[config.mk]
export PLATFORM = sky130hd
export DESIGN_NAME = debounced_seq_detector_flat
export DESIGN_NICKNAME = d
export VERILOG_FILES = /design/src/rtl/debounced_seq_detector_if.sv /design/src/rtl/debounced_seq_detector.sv /design/src/flat_wrapper.sv
export SDC_FILE = /design/constraint.sdc
export NUM_CORES = 1
export LEC_CHECK = 0
export ABC_AREA = 1
export CORE_UTILIZATION = 52
export CTS_BUF_LIST = sky130_fd_sc_hd__clkbuf_16
export DETAILED_ROUTE_END_ITERATION = 10
export PLACE_DENSITY = 0.84
export SETUP_SLACK_MARGIN = 0.5
export SLEW_MARGIN = 15
export SYNTH_ARGS = -nofsm -noshare
export SYNTH_HDL_FRONTEND = slang
export SYNTH_SLANG_ARGS = --single-unit
[constraint.sdc]
create_clock -name clk -period 1.94 [get_ports clk]
set_input_delay 0.582 -clock clk [delete_from_list [all_inputs] [get_ports clk]]
set_output_delay 0.582 -clock clk [all_outputs]
set_load 0.01 [all_outputs]
[src/rtl/debounced_seq_detector_if.sv]
// Button / sequence bus between the stimulus side (master) and debounced_seq_detector (slave).
interface debounced_seq_detector_if #(
  parameter int NUM_BTN = 2,
  parameter int SEQ_LEN = 4
);
  localparam int IDX_W = ($clog2(NUM_BTN) > 1) ? $clog2(NUM_BTN) : 1;
  localparam int PW    = $clog2(SEQ_LEN + 1);

  logic [NUM_BTN-1:0]       btn;
  logic [SEQ_LEN*IDX_W-1:0] seq_code;
  logic [NUM_BTN-1:0]       btn_db;
  logic [PW-1:0]            progress;
  logic                     z;
  logic                     err;
  logic                     timeout;

  modport master (output btn, seq_code, input btn_db, progress, z, err, timeout);
  modport slave  (input btn, seq_code, output btn_db, progress, z, err, timeout);
endinterface

[src/rtl/debounced_seq_detector.sv]
// Debounced push-button sequence detector: per-channel sync/debounce lanes feeding a Moore matcher.
// Optional inactivity timeout is compiled in with `define SEQ_DET_TIMEOUT_EN.

module debounced_seq_detector_lane #(
  parameter int DB_CYCLES = 8
) (
  input  logic clk,
  input  logic reset_n,
  input  logic raw,
  output logic db,
  output logic rise
);
  localparam int CW = $clog2(DB_CYCLES + 1);

  logic          s1, s2, db_q;
  logic [CW-1:0] cnt;

  // db flips once DB_CYCLES consecutive synchronised samples disagree with it.
  always_ff @(posedge clk or negedge reset_n) begin
    if (!reset_n) begin
      s1   <= 1'b0;
      s2   <= 1'b0;
      cnt  <= '0;
      db   <= 1'b0;
      db_q <= 1'b0;
      rise <= 1'b0;
    end else begin
      s1   <= raw;
      s2   <= s1;
      db_q <= db;
      rise <= db & ~db_q;
      if (s2 == db) begin
        cnt <= '0;
      end else if (cnt == CW'(DB_CYCLES - 1)) begin
        cnt <= '0;
        db  <= ~db;
      end else begin
        cnt <= cnt + 1'b1;
      end
    end
  end
endmodule

module debounced_seq_detector #(
  parameter int NUM_BTN        = 2,
  parameter int SEQ_LEN        = 4,
  parameter int DB_CYCLES      = 8,
  parameter int TIMEOUT_CYCLES = 1000
) (
  input  logic                     clk,
  input  logic                     reset_n,
  debounced_seq_detector_if.slave  bus
);
  localparam int IDX_W = ($clog2(NUM_BTN) > 1) ? $clog2(NUM_BTN) : 1;
  localparam int PW    = $clog2(SEQ_LEN + 1);

  typedef enum logic [1:0] {IDLE, STEP, MATCH} state_t;

  state_t             state;
  logic [PW-1:0]      progress;
  logic               z_r, err_r;
  logic [NUM_BTN-1:0] btn_db, rise;
  logic               multi, single, tmo_hit;
  logic [IDX_W-1:0]   sym, sym0, sym_exp;

  for (genvar i = 0; i < NUM_BTN; i++) begin : g_lane
    debounced_seq_detector_lane #(.DB_CYCLES(DB_CYCLES)) u_lane (
      .clk     (clk),
      .reset_n (reset_n),
      .raw     (bus.btn[i]),
      .db      (btn_db[i]),
      .rise    (rise[i])
    );
  end

  assign multi  = $countones(rise) > 1;
  assign single = $countones(rise) == 1;
  assign sym0   = bus.seq_code[IDX_W-1:0];

  always_comb begin
    sym = '0;
    for (int i = 0; i < NUM_BTN; i++)
      if (rise[i]) sym = IDX_W'(i);
  end

  // Expected symbol is looked up live so a seq_code change only affects later presses.
  always_comb begin
    sym_exp = sym0;
    for (int k = 0; k < SEQ_LEN; k++)
      if (progress == PW'(k)) sym_exp = bus.seq_code[k*IDX_W +: IDX_W];
  end

  always_ff @(posedge clk or negedge reset_n) begin
    if (!reset_n) begin
      state    <= IDLE;
      progress <= '0;
      z_r      <= 1'b0;
      err_r    <= 1'b0;
    end else begin
      z_r   <= 1'b0;
      err_r <= 1'b0;
      if (multi) begin
        state    <= IDLE;
        progress <= '0;
        err_r    <= 1'b1;
      end else if (single) begin
        case (state)
          STEP: begin
            if (sym == sym_exp) begin
              if (progress == PW'(SEQ_LEN - 1)) begin
                state <= MATCH;
                z_r   <= 1'b1;
              end
              progress <= progress + 1'b1;
            end else if (sym == sym0) begin
              progress <= PW'(1);
              err_r    <= 1'b1;
            end else begin
              state    <= IDLE;
              progress <= '0;
              err_r    <= 1'b1;
            end
          end
          // IDLE and the single MATCH cycle both restart only on symbol 0, silently otherwise.
          default: begin
            if (sym == sym0) begin
              state    <= STEP;
              progress <= PW'(1);
            end else begin
              state    <= IDLE;
              progress <= '0;
            end
          end
        endcase
      end else if (state == MATCH || tmo_hit) begin
        state    <= IDLE;
        progress <= '0;
      end
    end
  end

`ifdef SEQ_DET_TIMEOUT_EN
  localparam int TW = $clog2(TIMEOUT_CYCLES + 1);
  logic [TW-1:0] idle_cnt;
  logic          timeout_r;

  assign tmo_hit = (state == STEP) && !(|rise) && (idle_cnt == TW'(TIMEOUT_CYCLES - 1));

  always_ff @(posedge clk or negedge reset_n) begin
    if (!reset_n) begin
      idle_cnt  <= '0;
      timeout_r <= 1'b0;
    end else begin
      timeout_r <= tmo_hit;
      if ((|rise) || state != STEP || tmo_hit) idle_cnt <= '0;
      else                                     idle_cnt <= idle_cnt + 1'b1;
    end
  end

  assign bus.timeout = timeout_r;
`else
  assign tmo_hit     = 1'b0;
  assign bus.timeout = 1'b0;
`endif

  assign bus.btn_db   = btn_db;
  assign bus.progress = progress;
  assign bus.z        = z_r;
  assign bus.err      = err_r;
endmodule
[src/flat_wrapper.sv]
// flat-port wrapper written by rule: the top's interface ports become plain ports
module debounced_seq_detector_flat 
#(
  parameter int NUM_BTN        = 2,
  parameter int SEQ_LEN        = 4,
  parameter int DB_CYCLES      = 8,
  parameter int TIMEOUT_CYCLES = 1000
)
  (clk, reset_n, bus_btn, bus_seq_code, bus_btn_db, bus_progress, bus_z, bus_err, bus_timeout);
  debounced_seq_detector_if #(.NUM_BTN(NUM_BTN), .SEQ_LEN(SEQ_LEN)) bus_i ();
  input  logic clk;
  input  logic reset_n;
  input wire logic [$bits(bus_i.btn)-1:0] bus_btn;
  input wire logic [$bits(bus_i.seq_code)-1:0] bus_seq_code;
  output wire logic [$bits(bus_i.btn_db)-1:0] bus_btn_db;
  output wire logic [$bits(bus_i.progress)-1:0] bus_progress;
  output wire logic [$bits(bus_i.z)-1:0] bus_z;
  output wire logic [$bits(bus_i.err)-1:0] bus_err;
  output wire logic [$bits(bus_i.timeout)-1:0] bus_timeout;
  assign bus_i.btn = bus_btn;
  assign bus_i.seq_code = bus_seq_code;
  assign bus_btn_db = bus_i.btn_db;
  assign bus_progress = bus_i.progress;
  assign bus_z = bus_i.z;
  assign bus_err = bus_i.err;
  assign bus_timeout = bus_i.timeout;
  debounced_seq_detector #(.NUM_BTN(NUM_BTN), .SEQ_LEN(SEQ_LEN), .DB_CYCLES(DB_CYCLES), .TIMEOUT_CYCLES(TIMEOUT_CYCLES)) u_core (.clk(clk), .reset_n(reset_n), .bus(bus_i));
endmodule
**Word-level counts from Yosys, hierarchy flattened**

Index checks and enable logic that the tools add are counted.

- Magnitude comparators: 1
- Add/subtract/negate cells: 4
- Reductions and logical operators: 4
- Bitwise logic cells: 8
- Muxes and demuxes: 31
- Equal/unequal tests: 14

Operators by type and width:

| cell | number |
|---|---|
| == test 32 x 2 -> 1 bit, second input constant | 1 |
| greater-than comparator 32 x 2 -> 1 bit, second input constant | 1 |
| 2-to-1 mux 4 bit | 4 |
| 2-to-1 mux 1 bit | 15 |
| 2-to-1 mux 3 bit | 5 |
| 2-to-1 mux 2 bit | 7 |
| inequality test 5 x 4 -> 1 bit, second input constant | 2 |
| adder 4 x 1 -> 4 bit, second input constant | 2 |
| == test 4 x 3 -> 1 bit, second input constant | 2 |
| == test 3 x 2 -> 1 bit, second input constant | 2 |
| NOT 1 bit | 6 |
| == test 1 bit | 4 |
| AND reduction 2 bit | 2 |
| adder 3 x 1 -> 3 bit, second input constant | 1 |
| == test 3 x 1 -> 1 bit, second input constant | 1 |
| AND reduction 3 bit | 1 |
| nonzero test 3 bit | 1 |
| adder 1 x 1 -> 2 bit | 1 |
| AND 1 bit | 2 |
| == test 2 x 1 -> 1 bit, second input constant | 1 |
| == test 2 bit, second input constant | 1 |

- Output and inout bits: 8
- Bits of input ports: 8
- Register bits: 25
- Logic and storage cells: 78

**Logic depth before layout (Yosys ltp)**

- Depth in word-level cells: 9
- Mapped depth: 13
- Mapped depth without buffers: 13

**Cells and area by module**

A second synthesis with hierarchy kept.

- Cells, all modules: 140
- Area total of the unflattened synthesis: 1,278.7 sq um

Modules (own cells, without submodules):

| module | sequential area each (sq um) | instances | cells each | area an instance (sq um) |
|---|---|---|---|---|
| debounced_seq_detector_lane | 225.2 | 2 | 32 | 331.6 |
| debounced_seq_detector | 175.2 | 1 | 76 | 615.6 |

**Worst setup path after synthesis**

OpenSTA, ideal clock, no wires.

- Kind: register -> register
- Start: register u_core.progress[0], in the netlist u_core.bus.progress[0]
- End: register u_core.progress[0], in the netlist u_core.bus.progress[0]
- Path buffers: 0
- Data arrival time: 1.540 ns
- Stages on the path, launching flop included: 14
- Setup time: 0.074 ns
- Data required time: 1.866 ns
- Setup slack: 0.327 ns
- Clock period less this slack: 1.613 ns
- Cell sequence: dfrtp_1 -> ha_1 -> ha_1 -> inv_1 -> nand2_1 -> inv_1 -> nand2_2 -> nand2_1 -> nand2_2 -> nand2_2 -> nand2_2 -> nor2_4 -> nor2_2 -> o21ai_2

- Longest elaborated chain between the ends: 9
- Elaborated cells on any way between the ends: 12
- Classes of those cells: add/sub (1); eq/ne (4); mux (7)

RTL lines:

| item | RTL line | RTL |
|---|---|---|
| start: declaration | debounced_seq_detector.sv:60 | `logic [PW-1:0] progress;` |
| start signal: assignment | debounced_seq_detector.sv:114 | `progress <= progress + 1'b1;` |
| == test 3 x 1 -> 1 bit | debounced_seq_detector.sv:90 | `if (progress == PW'(k)) sym_exp = bus.seq_code[k*IDX_W +: IDX_W];` |
| 2-to-1 mux 1 bit (3 in series) | debounced_seq_detector.sv:90 |  |
| == test 1 bit | debounced_seq_detector.sv:109 | `if (sym == sym_exp) begin` |
| 2-to-1 mux 3 bit * | debounced_seq_detector.sv:109 |  |
| 2-to-1 mux 3 bit * | debounced_seq_detector.sv:107 | `case (state)` |
| 2-to-1 mux 3 bit * | debounced_seq_detector.sv:106 | `end else if (single) begin` |
| 2-to-1 mux 3 bit * | debounced_seq_detector.sv:102 | `if (multi) begin` |

Every way passes the cells marked *; elsewhere a longest branch is shown, timed or not.
A chain may end at the register's enable or synchronous reset.

**Final worst setup path**

- Start: register u_core.progress[1], in the netlist u_core.bus.progress[1]
- End: register u_core.progress[0], in the netlist u_core.bus.progress[0]

- Longest elaborated chain between the ends: 9
- Elaborated cells on any way between the ends: 11
- Classes of those cells: eq/ne (4); mux (7)

RTL lines:

| item | RTL line |
|---|---|
| == test 3 x 1 -> 1 bit | debounced_seq_detector.sv:90 |
| 2-to-1 mux 1 bit (2 in series) | debounced_seq_detector.sv:90 |
| 2-to-1 mux 1 bit * | debounced_seq_detector.sv:90 |
| == test 1 bit * | debounced_seq_detector.sv:109 |
| 2-to-1 mux 3 bit * | debounced_seq_detector.sv:109 |
| 2-to-1 mux 3 bit * | debounced_seq_detector.sv:107 |
| 2-to-1 mux 3 bit * | debounced_seq_detector.sv:106 |
| 2-to-1 mux 3 bit * | debounced_seq_detector.sv:102 |

Marks and branches as above.

==> reports/qor.txt <==
Final design utilization -> 0.7525
Most frequent cells in the layout -> 25 x dfrtp_1, 19 x nand2_1, 15 x inv_1
Outcome -> finished clean
Top-Level Pins -> 16
Clock Tree Buf Depth -> 2
Largest cells by area after synthesis -> dfrtp_1 54%, ha_1 7.5%, nand2_1 6.4%
Hold crit path type -> reg -> reg
Die width -> 49.41 um
Number of DRC markers in iteration 0 -> 14
Total GRT Usage -> 0.2001
Fin cells -> 181
Antenna cells -> 0
Layout cells sized above 1 -> 0.3052
Yosys cell types -> 22
DR DRC count -> 0
Hold buffers post-CTS -> 0
Vias -> 898
CTS H-tree lvls -> 1
Fraction of the cycle the final worst path needs -> 0.8868
Clk Latency, worst-skew pair -> 260 ps
Setup crit start kind -> flop
Placer Congestion -> 0.8997
Drt first pass iters -> 4
Maximum operating frequency -> 581.3 MHz
Initial antenna violation count -> 0
Crit Path Max Fanout -> 3
Worst setup EP type -> flop
Final Setup Violations -> 0
Largest net degree at the start of global routing -> 26
Most frequent cell on the critical path -> nand2_2
WL per Instance -> 13.07 um
Layout Skew -> 4.538 ps
Post-synthesis sequential area ratio -> 0.5353
Nets -> 170
Clock sink count -> 25
Leak Pwr -> 0.7922 nW
Core area -> 2042 um^2
RSZ-0062 raised after global routing -> true
VDD IR-drop max -> 787.7 uV
Die area -> 2441 um^2
CP Data Required Time -> 2120 ps
Period minus WS final -> 1720 ps
Num CTS Buffers -> 3
Root Buffer -> clkbuf_16
Antenna Violating Nets Remaining -> 0
Avg Cell Area, Syn -> 9.424 um^2
Ordered list of cells on the worst path -> buf_6, ha_4, ha_4, inv_2, nand2_1, inv_1, nand2_2, nand2_2, nand2_2, nand2_2, nand2_4, nor2_4, nor2_2, o21ai_2
Total Wirelength -> 2366 um
Placed Instances -> 164
Worst Path Buf+Inv -> 3
Mapped Area -> 1169 um^2
Die Y -> 49.41 um
GRT Residual Overflow -> 0
Final HPWL from detailed placement -> 1287 um
Hold Fails Final Rpt -> 0
CP Class -> reg -> reg
Fillers -> 143
Post-Syn Instances -> 124
Synthesized net count -> 139
Area added between synthesis and finish -> 31.48%
Slew Viols, Final -> 0
Post-synth top area share -> 0.5353
Clock transition at the registers of the reported paths -> 60 ps
CTS tree -> done
Synth area leader -> dfrtp_1
Vias/cell -> 4.961
Vias in the first global route -> 895
Yosys warns -> 0
WP data arrival -> 1900 ps
Power Density -> 1321 nW/um^2
Most common cell after layout, fill and taps aside -> dfrtp_1
Max Cap Violations -> 0
I/O Buffers -> 14
First-pass GRT wire length -> 3650 um
Critical Path Slowest Stage Cell -> dfrtp_1
Seq cells post-synth -> 25
Max stage delay on crit path -> 420 ps
Initial Util -> 0.5723
Largest delay share family, worst path -> simple AND/OR/NAND/NOR gates
Row count -> 16
-- routing by layer --
layer | wire [um] | share of wire | track usage
met4 | 27 | 0.011 | 0.09048
met1 | 989 | 0.42 | 0.2340
met3 | 103 | 0.044 | 0.04050
met2 | 1247 | 0.53 | 0.3516
met5 | 0 | 0 | 0
-- where the power goes --
part | total (mW) | internal, mW | switching, mW
sequential | 0.726 | 0.645 | 0.0814
combinational | 0.851 | 0.369 | 0.483
clock | 0.452 | 0.277 | 0.175
-- state kept, by name, indices dropped and copies added (netlist names) --
name / flops
u_core.bus.err: 1
u_core.g_lane.u_lane.rise: 2
u_core.g_lane.u_lane.db_q: 2
u_core.state: 2
u_core.g_lane.u_lane.cnt: 8
u_core.bus.z: 1
u_core.g_lane.u_lane.db: 2
u_core.g_lane.u_lane.s2: 2
u_core.bus.progress: 3
u_core.g_lane.u_lane.s1: 2
-- kinds of logic (layout without fill, tap and decap cells) --
kind of cell               after synthesis  in the layout  share of synthesized area
buffers and inverters                   22             52                    0.08030
xor gates and xnor gates                 4              4                    0.02998
AOI/OAI and AO/OA                       13             13                    0.06424
other                                    1              1                   0.003209
DFF                                     25             25                     0.5353
and+or+nand+nor                         52             52                     0.2120
adders and majority gates                7              7                    0.07494
-- area by class of cell --
cell class	count	area, um^2	share of cell area
Sequential cell	25	625.6	0.4072
Multi-Input combinational cell	77	484.2	0.3151
Timing Repair Buffer	29	241.5	0.1572
Clock buffer	3	75.07	0.04886
Inverter	19	71.32	0.04642
Tap cell	27	33.78	0.02199
Clock inverter	1	5.005	0.003257
-- repair_timing --
action / in CTS / in global routing
setup buffers: 10 / 3
endpoints found under the setup margin: 13 / 12
endpoints found under the hold margin: 0 / 0
pin swaps: 2 / 1
gates resized for setup: 26 / 9
-- worst register-to-register path: stages (launching register included) --
cell and delay (ps):
dfrtp_1 420, buf_6 140, ha_4 150, ha_4 160, inv_2 50, nand2_1 40, inv_1 50, nand2_2 60
nand2_2 60, nand2_2 60, nand2_2 90, nand2_4 80, nor2_4 110, nor2_2 50, o21ai_2 100
-- final timing paths --
| kind | start | endpoint | slack (ps) | cells after the start |
|---|---|---|---|---|
| max in group asynchronous | reset_n | u_core.g_lane[1].u_lane.cnt[0]$_DFF_PN0_ | 1000 | 2 |
| min reg2reg | u_core.g_lane[0].u_lane.s1$_DFF_PN0_ | u_core.g_lane[0].u_lane.s2$_DFF_PN0_ | 360 | 0 |
| min in group asynchronous | reset_n | u_core.bus.err$_DFF_PN0_ | 690 | 2 |
| min | u_core.g_lane[0].u_lane.s1$_DFF_PN0_ | u_core.g_lane[0].u_lane.s2$_DFF_PN0_ | 360 | 0 |
| max reg2reg | u_core.bus.progress[1]$_DFFE_PN0P_ | u_core.bus.progress[0]$_DFFE_PN0P_ | 220 | 14 |
| max | u_core.bus.progress[1]$_DFFE_PN0P_ | u_core.bus.progress[0]$_DFFE_PN0P_ | 220 | 14 |
-- per-stage QoR --
step	power, mW	setup WS (ps)	setup TNS (ps)	hold WS (ps)	instance area, um^2
floorplan	1.201	358.8	0	286.4	1184
CTS	1.931	289.3	0	359.6	1515
detailed placement	1.378	-6.998	-6.998	337.8	1350
global route	2.159	135.2	0	367.5	1536
global placement	1.350	17.94	0	335.3	1350
finish	2.030	219.6	0	355.4	1536
-- Yosys cell counts --
cell     number
nor2_1       13
conb_1        1
xnor2_1       2
inv_1        17
a21oi_2       1
ha_1          7
dfrtp_1      25
inv_2         2
o21ai_2       1
o31ai_1       1
nand2_1      20
or2_2         2
nor2_2        2
a21oi_1       5
nand2_2       4
nor2_4        1
o21ai_0       5
nand4_1       2
nand3_1       6
xor2_1        2
buf_4         3
nand3_2       2
(Power assumes the default switching activity.)
